$ cat config.mk
export PLATFORM = sky130hd
export DESIGN_NAME = harmonic_product_sequencer
export DESIGN_NICKNAME = d
export VERILOG_FILES = /design/src/rtl/hps_pkg.sv /design/src/rtl/hps_quotient_counter.sv /design/src/rtl/harmonic_product_sequencer.sv
export SDC_FILE = /design/constraint.sdc
export NUM_CORES = 2
export LEC_CHECK = 0
export CORE_ASPECT_RATIO = 2
export CORE_UTILIZATION = 65
export DETAILED_ROUTE_END_ITERATION = 8
export GPL_ROUTABILITY_DRIVEN = 1
export PLACE_DENSITY = 0.86
export SYNTH_ARGS = -nofsm -noshare
export SYNTH_HDL_FRONTEND = slang
export SYNTH_SLANG_ARGS = --single-unit
$ cat constraint.sdc
create_clock -name clock -period 18.7 [get_ports clock]
set_clock_uncertainty 0.15 [all_clocks]
set_input_delay 3.74 -clock clock [delete_from_list [all_inputs] [get_ports clock]]
set_output_delay 3.74 -clock clock [all_outputs]
set_load 0.01 [all_outputs]
$ cat src/rtl/hps_pkg.sv
// hps_pkg: shared FSM encoding, harmonic index sizing and saturation helper for the HPS engine
package hps_pkg;
  typedef enum logic [1:0] {IDLE, SCAN, DRAIN, DONE} state_t;
  function automatic int harmonic_idx_width(input int n);
    return $clog2(n + 1);
  endfunction
  function automatic logic [127:0] sat_to(input logic [127:0] v, input int unsigned w);
    logic [127:0] lim;
    lim = (128'd1 << w) - 128'd1;
    return v > lim ? lim : v;
  endfunction
endpackage

$ cat src/rtl/hps_quotient_counter.sv
// hps_quotient_counter: tracks floor(k/DIVISOR) as k steps by one, using a mod-DIVISOR prescaler
module hps_quotient_counter #(
  parameter int K_WIDTH = 12,
  parameter int DIVISOR = 1,
  parameter int K_START = 1
) (
  input  logic               clock,
  input  logic               reset_n,
  input  logic               load,
  input  logic               inc,
  output logic [K_WIDTH-1:0] quotient
);
  localparam int RW = $clog2(DIVISOR) + 1;
  logic [RW-1:0] rem;
  logic wrap;
  assign wrap = rem == RW'(DIVISOR - 1);
  always_ff @(posedge clock)
    if (!reset_n) begin
      quotient <= '0;
      rem <= '0;
    end else if (load) begin
      quotient <= K_WIDTH'(K_START / DIVISOR);
      rem <= RW'(K_START % DIVISOR);
    end else if (inc) begin
      quotient <= wrap ? quotient + K_WIDTH'(1) : quotient;
      rem <= wrap ? '0 : rem + RW'(1);
    end
endmodule

$ cat src/rtl/harmonic_product_sequencer.sv
// harmonic_product_sequencer: scans bins, multiplies |X[k/h]| for h=1..H, streams products, tracks the peak
module harmonic_product_sequencer import hps_pkg::*; #(
  parameter int K_WIDTH       = 12,
  parameter int MAG_WIDTH     = 34,
  parameter int PROD_WIDTH    = 34,
  parameter int NUM_HARMONICS = 3,
  parameter int PROD_SHIFT    = 17,
  parameter int READ_LATENCY  = 1,
  parameter int K_START       = 1
) (
  input  logic                  clock,
  input  logic                  reset_n,
  input  logic                  fft_last,
  input  logic [K_WIDTH-1:0]    k_limit,
  output logic [K_WIDTH-1:0]    ram_addr,
  output logic                  ram_enable,
  input  logic [MAG_WIDTH-1:0]  ram_rdata,
  output logic                  hps_valid,
  output logic [K_WIDTH-1:0]    hps_k,
  output logic [PROD_WIDTH-1:0] hps_value,
  output logic [K_WIDTH-1:0]    peak_k,
  output logic [PROD_WIDTH-1:0] peak_value,
  output logic                  done,
  output logic                  busy,
  output logic                  overrun
);
  localparam int HW = harmonic_idx_width(NUM_HARMONICS);
  localparam int TW = K_WIDTH + HW + 1;
  localparam int PW = PROD_WIDTH + MAG_WIDTH;
  state_t state, state_n;
  logic [K_WIDTH-1:0] k, k_lim, run_k, rk;
  logic [HW-1:0] h, rh;
  logic [K_WIDTH-1:0] quot [NUM_HARMONICS];
  logic [READ_LATENCY-1:0] tv;
  logic [READ_LATENCY-1:0][TW-1:0] tag;
  logic [PROD_WIDTH-1:0] acc, run_v, prod;
  logic [PW-1:0] mult;
  logic empty, h_last, last_read, load, inc, rv, rlast, r_final, upd;
  for (genvar i = 0; i < NUM_HARMONICS; i++) begin : g_q
    hps_quotient_counter #(.K_WIDTH(K_WIDTH), .DIVISOR(i + 1), .K_START(K_START)) u_q (
      .clock(clock), .reset_n(reset_n), .load(load), .inc(inc), .quotient(quot[i]));
  end
  assign empty = k_lim < K_WIDTH'(K_START);
  assign h_last = h == HW'(NUM_HARMONICS - 1);
  assign last_read = ram_enable && h_last && k == k_lim;
  assign load = state == IDLE && fft_last;
  assign inc = ram_enable && h_last && !last_read;
  // return-path tag travels alongside the RAM latency
  assign rv = tv[READ_LATENCY-1];
  assign {rk, rh, rlast} = tag[READ_LATENCY-1];
  assign r_final = rv && rh == HW'(NUM_HARMONICS - 1);
  assign mult = (PW'(acc) * PW'(ram_rdata)) >> PROD_SHIFT;
  assign prod = PROD_WIDTH'(sat_to(128'(rh == '0 ? PW'(ram_rdata) : mult), PROD_WIDTH));
  assign upd = r_final && prod > run_v;
  always_ff @(posedge clock) state <= !reset_n ? IDLE : state_n;
  always_comb begin
    state_n = state == IDLE  ? (fft_last ? SCAN : IDLE)
            : state == SCAN  ? (empty ? DONE : last_read ? DRAIN : SCAN)
            : state == DRAIN ? (rv && rlast ? DONE : DRAIN)
            : IDLE;
  end
  always_comb begin
    ram_enable = state == SCAN && !empty;
    busy = state != IDLE;
    done = state == DONE;
    overrun = fft_last && busy;
    ram_addr = ram_enable ? quot[h] : '0;
  end
  always_ff @(posedge clock)
    if (!reset_n) begin
      k <= '0;
      k_lim <= '0;
      h <= '0;
      tv <= '0;
      tag <= '0;
      acc <= '0;
      run_k <= '0;
      run_v <= '0;
      hps_valid <= 1'b0;
      hps_k <= '0;
      hps_value <= '0;
      peak_k <= '0;
      peak_value <= '0;
    end else begin
      if (load) begin
        k_lim <= k_limit;
        k <= K_WIDTH'(K_START);
        h <= '0;
      end else if (ram_enable) begin
        h <= h_last ? '0 : h + HW'(1);
        k <= inc ? k + K_WIDTH'(1) : k;
      end
      tv[0] <= ram_enable;
      tag[0] <= {k, h, last_read};
      for (int i = 1; i < READ_LATENCY; i++) begin
        tv[i] <= tv[i-1];
        tag[i] <= tag[i-1];
      end
      if (rv) acc <= prod;
      hps_valid <= r_final;
      if (r_final) begin
        hps_k <= rk;
        hps_value <= prod;
      end
      if (load) begin
        run_k <= '0;
        run_v <= '0;
      end else if (upd) begin
        run_k <= rk;
        run_v <= prod;
      end
      if (state_n == DONE) begin
        peak_k <= upd ? rk : run_k;
        peak_value <= upd ? prod : run_v;
      end
    end
endmodule

==> flow_metrics.tcl <==
set metrics [dict create \
    crit_fanout 32 \
    synth_edf_count 0 \
    flow.area_growth_from_synthesis_pct 6.21 \
    reg2reg_to "peak_k[8]" \
    dieArea_sq_um 77100 \
    timing.setup.critical_path_class "input pin to flop" \
    postLayoutSetupSlackWorst_ns 1.61 \
    required_ns 18.98 \
    max_clock_freq_mhz 58.5 \
    ys_async_sr_fraction_pct 0 \
    synth_largest_type_area_fraction_pct 41.3 \
    avgRoutedWirePerCell_um 25.8 \
    hold_ws_ns 0.317 \
    slew_viol_final 2 \
    die_w_um 197 \
    final_min_period_over_clock_period_pct 91.4 \
    flop_and_latch_count_out_of_synthesis 258 \
    power.density_cell_area_nw_per_um2 76.5 \
    detailroute.via_count 42129 \
    worstReg2RegStart "acc[21]" \
    drtIter0Drc 3989 \
    max_cap_violations 1 \
    num_rows 142 \
    arrival_ns 17.37 \
    groute.usage.overall_pct 47.1 \
    post_synth_instance_area_sq_um 49400 \
    initial_drt_pass_iterations 8 \
    placed_cells 6632 \
    preCtsSetupSlack_ns 1.59 \
    layout.cells.non_filler 6682 \
    multi_input_logic_area_sq_um 38700 \
    worst_ir_drop_vdd_v 0.0000996 \
    critical_path.startpoint "ram_rdata[23]" \
    max_slew.worst_pin.slew_ns 1.56 \
    finalWeightedCongestion 1.11 \
    postCtsSetupBuffers 0 \
    timing.reg2reg.worst_path_depth 37 \
    grt_pass1_wl_um 266000 \
    critical-path-top-cell-by-count "fa_1" \
    seq_area_frac_synth_pct 10.5 \
    syn-num-nets 7086 \
    cts_root_buf "clkbuf_16" \
    via_count_of_the_first_global_routing_pass 46130 \
    core_area_sq_um 75000 \
    cp-endpoint "peak_k[8]" \
    ant_nets 0 \
    cts_inserted_buffers 20 \
    grt_overflow 0 \
    totalNegativeSetupSlack_ns 0 \
    status "finished with violations" \
    dp_hpwl_um 135000 \
    worst_hold_startpoint "tag[12]" \
    leakage_nw 24.5 \
    synth.top_cells.by_area "fa_1, dfxtp_1, inv_1" \
    floorplan.initialDensity_pct 65.9 \
    timing.reg2reg.setup_slack_ns 4.91 \
    crit_path_top_delay_cell "clkdlybuf4s50_1" \
    syn-instance-count 5699 \
    post_route_cells_drive_above_1_share_pct 3.44 \
    io_buffer_count 157 \
    ys.flop_type "dfxtp_1" \
    final.fill_count 5625 \
    route.final.wire_length_um 173000 \
    grt_setup_unrepaired "no" \
    boundary_pin_count 158 \
    cp_slowest_stage_delay_ns 1.15 \
    failed_checks "max-capacitance violations, max-slew violations" \
    relSlewSlack_pct -4.86 \
    sequential_cell_area_sq_um 5170 \
    clock_path_buffers 3 \
    cp-start-kind "input pin" \
    layout_common_cells "inv_1, fa_1, nand2_1" \
    setup_viol 0 \
    syn-mean-instance-area_sq_um 8.66 \
    grt_max_degree 80 \
    cts_tree "done" \
    holdBufCountCts 0 \
    ys_types 87 \
    cts_sinks 258 \
    synth_warn 0 \
    drc 0 \
    min-delay-path-class "flop to flop" \
    h-tree-depth 1 \
    cell_taking_the_most_area_after_synthesis "fa_1" \
    cts.clk_slew.worst_paths_ns 0.08 \
    hold_viol 0 \
    clock_latency_on_the_worst_skew_pair_ns 0.60 \
    most_frequent_standard_cell_in_the_layout_excluding_fill_and_tap_cells "inv_1" \
    crit_path_end_kind "flop" \
    timing.final.crit_period_ns 17.09 \
    via_per_inst 6.30 \
    dieHeight_um 392 \
    final_net_count 7034 \
    grt_antenna_before_repair 18 \
    cts-resized-gates 0 \
]
==> state kept, by name (all words and copies together) (netlist names) <==
| register | cells |
|---|---|
| acc | 34 |
| g_q.u_q.quotient | 36 |
| g_q.u_q.rem | 5 |
| h | 2 |
| hps_k | 12 |
| hps_valid | 1 |
| hps_value | 34 |
| k | 12 |
| k_lim | 12 |
| peak_k | 12 |
| peak_value | 34 |
| run_k | 12 |
| run_v | 34 |
| rv | 1 |
| state | 2 |
| tag | 15 |
==> stage by stage <==
stage	cell area (sq um)	total power, W	util, %
final	52400	0.00401	69.9
after global routing	52400	0.00419	69.9
after CTS	52400	0.00384	69.9
after detailed placement	51700	0.00336	69.0
after global placement	51700	0.00333	69.0
after floorplan	49400	0.00227	-
==> kinds of logic (layout without fill, tap and decap cells) <==
kind of cell / after synthesis / count (layout) / synth area share [%]
XOR/XNOR: 94 / 94 / 1.67
other: 0 / 13 / 0
buffers and inverters: 1454 / 1416 / 11.2
flip-flops: 258 / 258 / 10.5
adder cells (fa/ha/maj): 1338 / 1338 / 49.4
AND/OR/NAND/NOR: 1897 / 1897 / 18.8
multiplexers: 38 / 38 / 0.773
AO/OA/AOI/OAI: 620 / 620 / 7.73
==> synthesized netlist by cell type (all sizes together), types with 11 or more instances <==
library cell  count
a21o             22
buf              43
nor3             26
fa             1019
nor4             15
or3              20
o21ai           171
a22o             11
or2              18
nand2           825
mux2i            37
a31oi            45
xor2             64
and3             30
o21bai           11
ha              319
a21oi           193
xnor2            30
nand3            59
o22ai            13
inv            1103
and2            592
nor2            220
nand4            52
clkbuf          307
dfxtp           258
o31ai            26
a211oi           31
==> worst max-delay path, delay by kind of cell <==
family / cells / cell delay [ns]
adders and majority gates: 10 / 5.02
and+or+nand+nor: 8 / 3.67
AOI/OAI and AO/OA: 12 / 2.35
buffers and inverters: 7 / 2.18
muxes: 1 / 0.31
==> worst min-delay path by stage <==
| stage | to | slack (ns) | cells after the start |
|---|---|---|---|
| 2_1_floorplan | hps_k[0] | 0.28 | 2 |
| 3_3_place_gp | hps_k[4] | 0.29 | 2 |
| 3_5_place_dp | hps_k[11] | 0.30 | 2 |
| 4_1_cts | hps_k[4] | 0.31 | 2 |
| 5_1_grt | hps_k[4] | 0.32 | 2 |
| 6_report | hps_k[9] | 0.32 | 2 |
==> power by group <==
group / leakage, nW / total (W) / internal [W] / switching [W]
Sequential: 2.09 / 0.000586 / 0.000562 / 0.0000247
Combinational: 22.1 / 0.00295 / 0.000947 / 0.00201
Clock: 0.325 / 0.000471 / 0.000226 / 0.000245
Total: 24.5 / 0.00401 / 0.00173 / 0.00228
==> layer usage <==
| metal | global-route usage [%] | vias up | wire length (um) |
|---|---|---|---|
| met4 | 50.3 | 10 | 23200 |
| li1 | - | 17208 | - |
| met1 | 45.1 | 20678 | 48700 |
| met5 | 0 | - | 72 |
| met2 | 76.9 | 2890 | 82900 |
| met3 | 14.4 | 1343 | 17800 |
==> layout make-up <==
class	count	share of cell area (%)
inverter	1104	7.90
multi-input combinational	3987	73.8
clock inverter	13	0.258
tap	1008	2.40
sequential	258	9.86
timing repair buffer	276	4.68
antenna	13	0.0620
clock buffer	23	1.01
(Power assumes the default switching activity.)
